===== config.mk =====
export PLATFORM = sky130hd
export DESIGN_NAME = pc_sequencer
export DESIGN_NICKNAME = d
export VERILOG_FILES = /design/src/rtl/pc_pkg.sv /design/src/rtl/pc_rstack.sv /design/src/rtl/pc_sequencer.sv
export SDC_FILE = /design/constraint.sdc
export NUM_CORES = 1
export LEC_CHECK = 0
export BUFFER_PORTS_ARGS = -buffer_cell sky130_fd_sc_hd__buf_2
export CORE_MARGIN = 2
export CORE_UTILIZATION = 46
export CTS_CLUSTER_DIAMETER = 120
export DETAILED_ROUTE_END_ITERATION = 12
export PLACE_DENSITY_LB_ADDON = 0.15
export SYNTH_ARGS = -nofsm -noshare
export SYNTH_HDL_FRONTEND = slang
export SYNTH_HIERARCHICAL = 1
export SYNTH_SLANG_ARGS = --single-unit

===== constraint.sdc =====
create_clock -name clk -period 2.5 [get_ports clk]
set_input_delay 0.125 -clock clk [delete_from_list [all_inputs] [get_ports clk]]
set_output_delay 0.125 -clock clk [all_outputs]
set_load 0.05 [all_outputs]

===== src/rtl/pc_pkg.sv =====
// Shared types and default parameters for the URCPU fetch-stage PC sequencer.
package pc_pkg;

  typedef enum logic [2:0] {
    SEL_HOLD,
    SEL_ILLEGAL,
    SEL_RET,
    SEL_CALL,
    SEL_JMP,
    SEL_BR,
    SEL_INC
  } pc_sel_t;

  localparam int          PC_WIDTH_DEF    = 20;
  localparam int unsigned PC_STEP_DEF     = 1;
  localparam int unsigned PC_RESET_DEF    = 0;
  localparam int unsigned PC_RS_DEPTH_DEF = 4;

endpackage


===== src/rtl/pc_rstack.sv =====
// Circular return-address LIFO; a push while full overwrites the oldest entry.
module pc_rstack #(
  parameter int WIDTH = 20,
  parameter int DEPTH = 4,
  localparam int AW   = $clog2(DEPTH),
  localparam int CW   = AW + 1
) (
  input  logic             clk,
  input  logic             rst_n,
  input  logic             push_i,
  input  logic             pop_i,
  input  logic [WIDTH-1:0] data_i,
  output logic [WIDTH-1:0] top_o,
  output logic [CW-1:0]    count_o
);

  localparam logic [CW-1:0] DEPTH_C = CW'(DEPTH);
  localparam logic [AW-1:0] ONE_A   = AW'(1);

  logic [WIDTH-1:0] mem_q [DEPTH];
  logic [AW-1:0]    ptr_q, ptr_d;
  logic [CW-1:0]    count_q, count_d;
  logic [AW-1:0]    top_idx;

  // ptr_q is the next write slot; the top sits one below it, modulo DEPTH.
  assign top_idx = ptr_q - ONE_A;
  assign top_o   = mem_q[top_idx];
  assign count_o = count_q;

  always_comb begin
    ptr_d   = ptr_q;
    count_d = count_q;
    if (push_i) begin
      ptr_d = ptr_q + ONE_A;
      if (count_q != DEPTH_C) begin
        count_d = count_q + CW'(1);
      end
    end else if (pop_i && (count_q != '0)) begin
      ptr_d   = ptr_q - ONE_A;
      count_d = count_q - CW'(1);
    end
  end

  always_ff @(posedge clk) begin
    if (!rst_n) begin
      ptr_q   <= '0;
      count_q <= '0;
    end else begin
      ptr_q   <= ptr_d;
      count_q <= count_d;
    end
  end

  // Contents need no reset: pointer and count define what is valid.
  always_ff @(posedge clk) begin
    if (push_i) begin
      mem_q[ptr_q] <= data_i;
    end
  end

endmodule


===== src/rtl/pc_sequencer.sv =====
// Registered program-counter sequencer for the URCPU fetch stage.
// Optional hardware return-address stack enabled by defining PC_RSTACK_EN.
module pc_sequencer
  import pc_pkg::*;
#(
  parameter int          WIDTH    = PC_WIDTH_DEF,
  parameter int unsigned STEP     = PC_STEP_DEF,
  parameter int unsigned RESET_PC = PC_RESET_DEF,
  parameter int unsigned RS_DEPTH = PC_RS_DEPTH_DEF
) (
  input  logic             clk,
  input  logic             rst_n,
  input  logic             adv_i,
  input  logic             jmp_i,
  input  logic [WIDTH-1:0] jmp_addr_i,
  input  logic             br_i,
  input  logic [WIDTH-1:0] br_off_i,
  input  logic             call_i,
  input  logic             ret_i,
  output logic [WIDTH-1:0] pc_o,
  output logic [WIDTH-1:0] pc_seq_o,
  output logic             wrap_o,
  output logic             rs_err_o,
  output logic             rs_empty_o,
  output logic             rs_full_o
);

  // sel          | meaning
  // SEL_HOLD     | stalled, nothing changes
  // SEL_ILLEGAL  | call and ret together, pc holds, error pulse
  // SEL_RET      | pop top into pc (increment + error if empty)
  // SEL_CALL     | push pc_seq, go to jmp_addr_i
  // SEL_JMP      | absolute jump
  // SEL_BR       | pc + signed offset
  // SEL_INC      | pc + STEP

  if (RS_DEPTH < 2 || (RS_DEPTH & (RS_DEPTH - 1)) != 0) begin : g_bad_rs_depth
    $error("pc_sequencer: RS_DEPTH must be a power of two >= 2");
  end

  localparam logic [WIDTH-1:0] STEP_W  = WIDTH'(STEP);
  localparam logic [WIDTH-1:0] RESET_W = WIDTH'(RESET_PC);

  pc_sel_t          sel;
  logic [WIDTH-1:0] pc_q, pc_d;
  logic             wrap_q, wrap_d;
  logic             rs_err_q, rs_err_d;
  logic [WIDTH:0]   inc_sum, br_sum;
  logic             br_wrap;
  logic [WIDTH-1:0] rs_top;
  logic             rs_empty, rs_full;

  assign inc_sum = {1'b0, pc_q} + {1'b0, STEP_W};
  assign br_sum  = {1'b0, pc_q} + {1'b0, br_off_i};
  // Negative offset: a missing carry means the result went below zero.
  assign br_wrap = br_off_i[WIDTH-1] ? ~br_sum[WIDTH] : br_sum[WIDTH];

`ifdef PC_RSTACK_EN
  localparam int RS_CW = $clog2(RS_DEPTH) + 1;

  logic [RS_CW-1:0] rs_count;
  logic             rs_push, rs_pop;

  assign rs_push  = (sel == SEL_CALL);
  assign rs_pop   = (sel == SEL_RET) && !rs_empty;
  assign rs_empty = (rs_count == '0);
  assign rs_full  = (rs_count == RS_CW'(RS_DEPTH));

  pc_rstack #(
    .WIDTH (WIDTH),
    .DEPTH (RS_DEPTH)
  ) u_rstack (
    .clk     (clk),
    .rst_n   (rst_n),
    .push_i  (rs_push),
    .pop_i   (rs_pop),
    .data_i  (pc_seq_o),
    .top_o   (rs_top),
    .count_o (rs_count)
  );

  always_comb begin
    sel = SEL_HOLD;
    if (adv_i) begin
      if (ret_i && call_i) sel = SEL_ILLEGAL;
      else if (ret_i)      sel = SEL_RET;
      else if (call_i)     sel = SEL_CALL;
      else if (jmp_i)      sel = SEL_JMP;
      else if (br_i)       sel = SEL_BR;
      else                 sel = SEL_INC;
    end
  end
`else
  assign rs_top   = '0;
  assign rs_empty = 1'b1;
  assign rs_full  = 1'b0;

  // Without a stack, ret keeps its priority slot but just increments,
  // and call degrades to a plain jump.
  always_comb begin
    sel = SEL_HOLD;
    if (adv_i) begin
      if (ret_i)                sel = SEL_INC;
      else if (call_i || jmp_i) sel = SEL_JMP;
      else if (br_i)            sel = SEL_BR;
      else                      sel = SEL_INC;
    end
  end
`endif

  always_comb begin
    pc_d     = pc_q;
    wrap_d   = 1'b0;
    rs_err_d = 1'b0;
    unique case (sel)
      SEL_HOLD: ;
      SEL_ILLEGAL: rs_err_d = 1'b1;
      SEL_RET: begin
        if (rs_empty) begin
          pc_d     = inc_sum[WIDTH-1:0];
          wrap_d   = inc_sum[WIDTH];
          rs_err_d = 1'b1;
        end else begin
          pc_d = rs_top;
        end
      end
      SEL_CALL: begin
        pc_d     = jmp_addr_i;
        rs_err_d = rs_full;
      end
      SEL_JMP: pc_d = jmp_addr_i;
      SEL_BR: begin
        pc_d   = br_sum[WIDTH-1:0];
        wrap_d = br_wrap;
      end
      SEL_INC: begin
        pc_d   = inc_sum[WIDTH-1:0];
        wrap_d = inc_sum[WIDTH];
      end
      default: ;
    endcase
  end

  always_ff @(posedge clk) begin
    if (!rst_n) begin
      pc_q     <= RESET_W;
      wrap_q   <= 1'b0;
      rs_err_q <= 1'b0;
    end else begin
      pc_q     <= pc_d;
      wrap_q   <= wrap_d;
      rs_err_q <= rs_err_d;
    end
  end

  assign pc_o       = pc_q;
  assign pc_seq_o   = inc_sum[WIDTH-1:0];
  assign wrap_o     = wrap_q;
  assign rs_err_o   = rs_err_q;
  assign rs_empty_o = rs_empty;
  assign rs_full_o  = rs_full;

endmodule


==> flow_metrics.env <==
export IMPL_htreeDepth=1
export IMPL_synth_distinct_cells=60
export IMPL_worst_slack_ps=98.2
export IMPL_grt_pass1_vias=2758
export IMPL_firstDrtPassIters=4
export IMPL_grtUsageTotal_pct=27.3
export IMPL_critPathArrivalTime_ps=2550
export IMPL_hold_depth=3
export IMPL_synth_top_family_by_area="compound AO/OA/AOI/OAI gates"
export IMPL_clk_pin_slew_ps=90
export IMPL_ys_seq_area_share_pct=17.8
export IMPL_synthAdderAreaFrac_pct=11.4
export IMPL_drive_gt1_share_pct=34.3
export IMPL_synthXorXnorAreaFrac_pct=11.7
export IMPL_tns_ps=0
export IMPL_nets=490
export IMPL_antenna_left=0
export IMPL_drc=0
export IMPL_synth_area_leaders="dfxtp_1, ha_1, xnor2_1"
export IMPL_cts_max_path_buffers=2
export IMPL_cp_max_fo=4
export IMPL_cap_violations=0
export IMPL_synth_simple_area_share_pct=20.8
export IMPL_status="complete, no violations"
export IMPL_clk_latency_ps=270
export IMPL_r2r_slack_ps=100
export IMPL_power_leakage_uw=0.00157
export IMPL_vias=2914
export IMPL_grt_pass1_wl_mm=13.5
export IMPL_cp_required_ps=2650
export IMPL_min_period_ps=2400
export IMPL_clock_fmax_mhz=416
export IMPL_grt_ovfl_total=0
export IMPL_synth_top_cell_area_share_pct=17.8
export IMPL_syn_to_final_growth_pct=32.1
export IMPL_routed_wl_mm=8.04
export IMPL_start_kind="register"
export IMPL_synthCells=325
export IMPL_die_y_microns=77.3
export IMPL_grt_start_max_net_pins=20
export IMPL_routed_via_density=5.95
export IMPL_routedWlPerCell_microns=16.4
export IMPL_synth_area_sq_um=2470
export IMPL_r2r_end="pc_o[10]"
export IMPL_pre_cts_ws_ps=80.9
export IMPL_numPortBuffers=88
export IMPL_dpl_cell_area_sq_um=3190
export IMPL_cts_tree="yes"
export IMPL_cts_buffers=3
export IMPL_initial_core_util_pct=48.1
export IMPL_die_area_sq_um=5970
export IMPL_synth_seq_cells=22
export IMPL_setup_viol=0
export IMPL_yosysTopAreaCell="dfxtp_1"
export IMPL_drt_initial_drc_count=171
export IMPL_worstHoldStart="jmp_addr_i[1]"
export IMPL_synth_edf_count=0
export IMPL_place_hpwl_mm=6.14
export IMPL_finalClockSkew_ps=4.19
export IMPL_synth_compound_area_share_pct=33.1
export IMPL_ys_flop_type="dfxtp_1"
export IMPL_fill_cells=498
export IMPL_synthArstFlopShare_pct=0
export IMPL_power_density_nw_per_um2=438
export IMPL_reg2reg_depth=9
export IMPL_finalHoldViolCount=0
export IMPL_drv_slew=0
export IMPL_period_share_pct=96.1
export IMPL_clockRootBuffer="clkbuf_8"
export IMPL_cts_hold_buf=0
export IMPL_synth_avg_cell_area_sq_um=7.60
export IMPL_holdPathEnd="pc_o[1]"
export IMPL_hold_path_class="in -> reg"
export IMPL_rr_startpoint="pc_o[0]"
export IMPL_crit_type="reg -> reg"
export IMPL_ioPinCount=91
export IMPL_coreArea_sq_um=5140
export IMPL_antenna_found_initial=0
export IMPL_cts_sinks=22
export IMPL_row_count=26
export IMPL_synth_mux_area_share_pct=0.456
export IMPL_n_antenna_cell=0
export IMPL_final_cell_area_sq_um=3260
export IMPL_synth_warnings=6
export IMPL_routabilityCongestion=0.878
export IMPL_peakVddDrop_mv=0.247
export IMPL_critPathCaptureType="register"
export IMPL_chipWidth_microns=77.3
-- how the worst max path moves through the flow --
stage	startpoint	end	slack (ps)	cells after the start
5_1_grt	pc_o[0]	wrap_o	-4	9
3_3_place_gp	pc_o[0]	wrap_o	120	9
2_1_floorplan	pc_o[1]	pc_o[12]	-90	7
3_5_place_dp	pc_o[0]	pc_o[16]	80	9
6_report	pc_o[0]	pc_o[10]	100	9
4_1_cts	pc_o[1]	pc_seq_o[12]	10	7
-- state kept, by name, indices dropped and copies added, names as in the netlist --
register,cells
pc_o,20
wrap_o,1
rs_err_o,1
-- layout by cell type, fill, tap and decap left out, drive strengths merged, types with 3 or more instances in the layout --
cell,instances
xor2,13
inv,7
a22oi,6
nor2,22
dfxtp,22
xnor2,20
clkbuf,5
and3,7
a31oi,8
buf,107
nand2,34
o21ai,32
a221oi,11
and2,4
a211oi,3
a21oi,21
nand4,10
o21a,4
ha,21
a21o,6
conb,3
nand3,14
o22ai,4
-- kinds of logic (layout without fill, tap and decap cells) --
kind of cell	Yosys count	count (layout)
fa+ha+maj	22	22
mux	1	1
simple gates	102	102
xor+xnor	33	33
buf+inv	25	119
other cells	2	3
flops	22	22
compound gates	118	118
-- per-layer routing --
layer | global-route usage (%) | wire, microns
met1 | 39.8 | 3570
met2 | 44.9 | 3660
met3 | 1.65 | 771
met4 | 4.29 | 39
met5 | 0 | 0
-- worst max-delay path: stages (launching register included) --
cell	delay, ps
dfxtp_2	330
ha_1	200
fa_1	400
a21o_1	220
a221oi_4	330
or3_1	160
o211ai_1	100
xor2_1	160
a222oi_1	270
a21oi_1	110
-- synth_stat cells (3+ instances only) --
master,instances
a211oi_1,3
o21a_1,4
xor2_1,13
a21o_1,6
nor2_1,20
xnor2_1,20
dfxtp_1,22
and3_1,6
nand4_1,9
nand3_1,13
and2_1,4
a21oi_1,21
clkbuf_1,11
nand2_1,34
o22ai_1,4
a22oi_1,6
a31oi_1,8
o21ai_0,31
a221oi_1,9
inv_1,7
ha_1,21
buf_2,5
-- power breakdown --
| part | total, uW | internal [uW] | switching (uW) |
|---|---|---|---|
| registers | 412 | 376 | 36.0 |
| clock network | 275 | 141 | 135 |
| logic | 742 | 262 | 480 |
-- what timing repair did --
item / CTS / global route
endpoints found under the setup margin: 1 / 5
pin swaps: 0 / 5
buffers inserted: 0 / 1
gates cloned: 0 / 0
gates resized for setup: 1 / 3
-- through the flow --
stage          hold WS [ps]  power [uW]  util (%)  std cells
2_1_floorplan           256         964         -        326
5_1_grt                 114        1520      63.5        490
3_5_place_dp            386        1150      62.0        485
6_report               92.7        1430      63.5        490
4_1_cts                95.4        1430      63.1        489
3_3_place_gp            386        1140      62.0        485
-- cell type report --
cell class / instances / area (sq um) / share of cell area, %
sequential: 22 / 445 / 13.7
inverter: 7 / 26.3 / 0.805
timing repair buffer: 108 / 593 / 18.2
clock buffer: 4 / 55.1 / 1.69
tap: 70 / 87.6 / 2.68
multi-input combinational: 279 / 2060 / 63.0
Power figures use the tool's default switching activity.
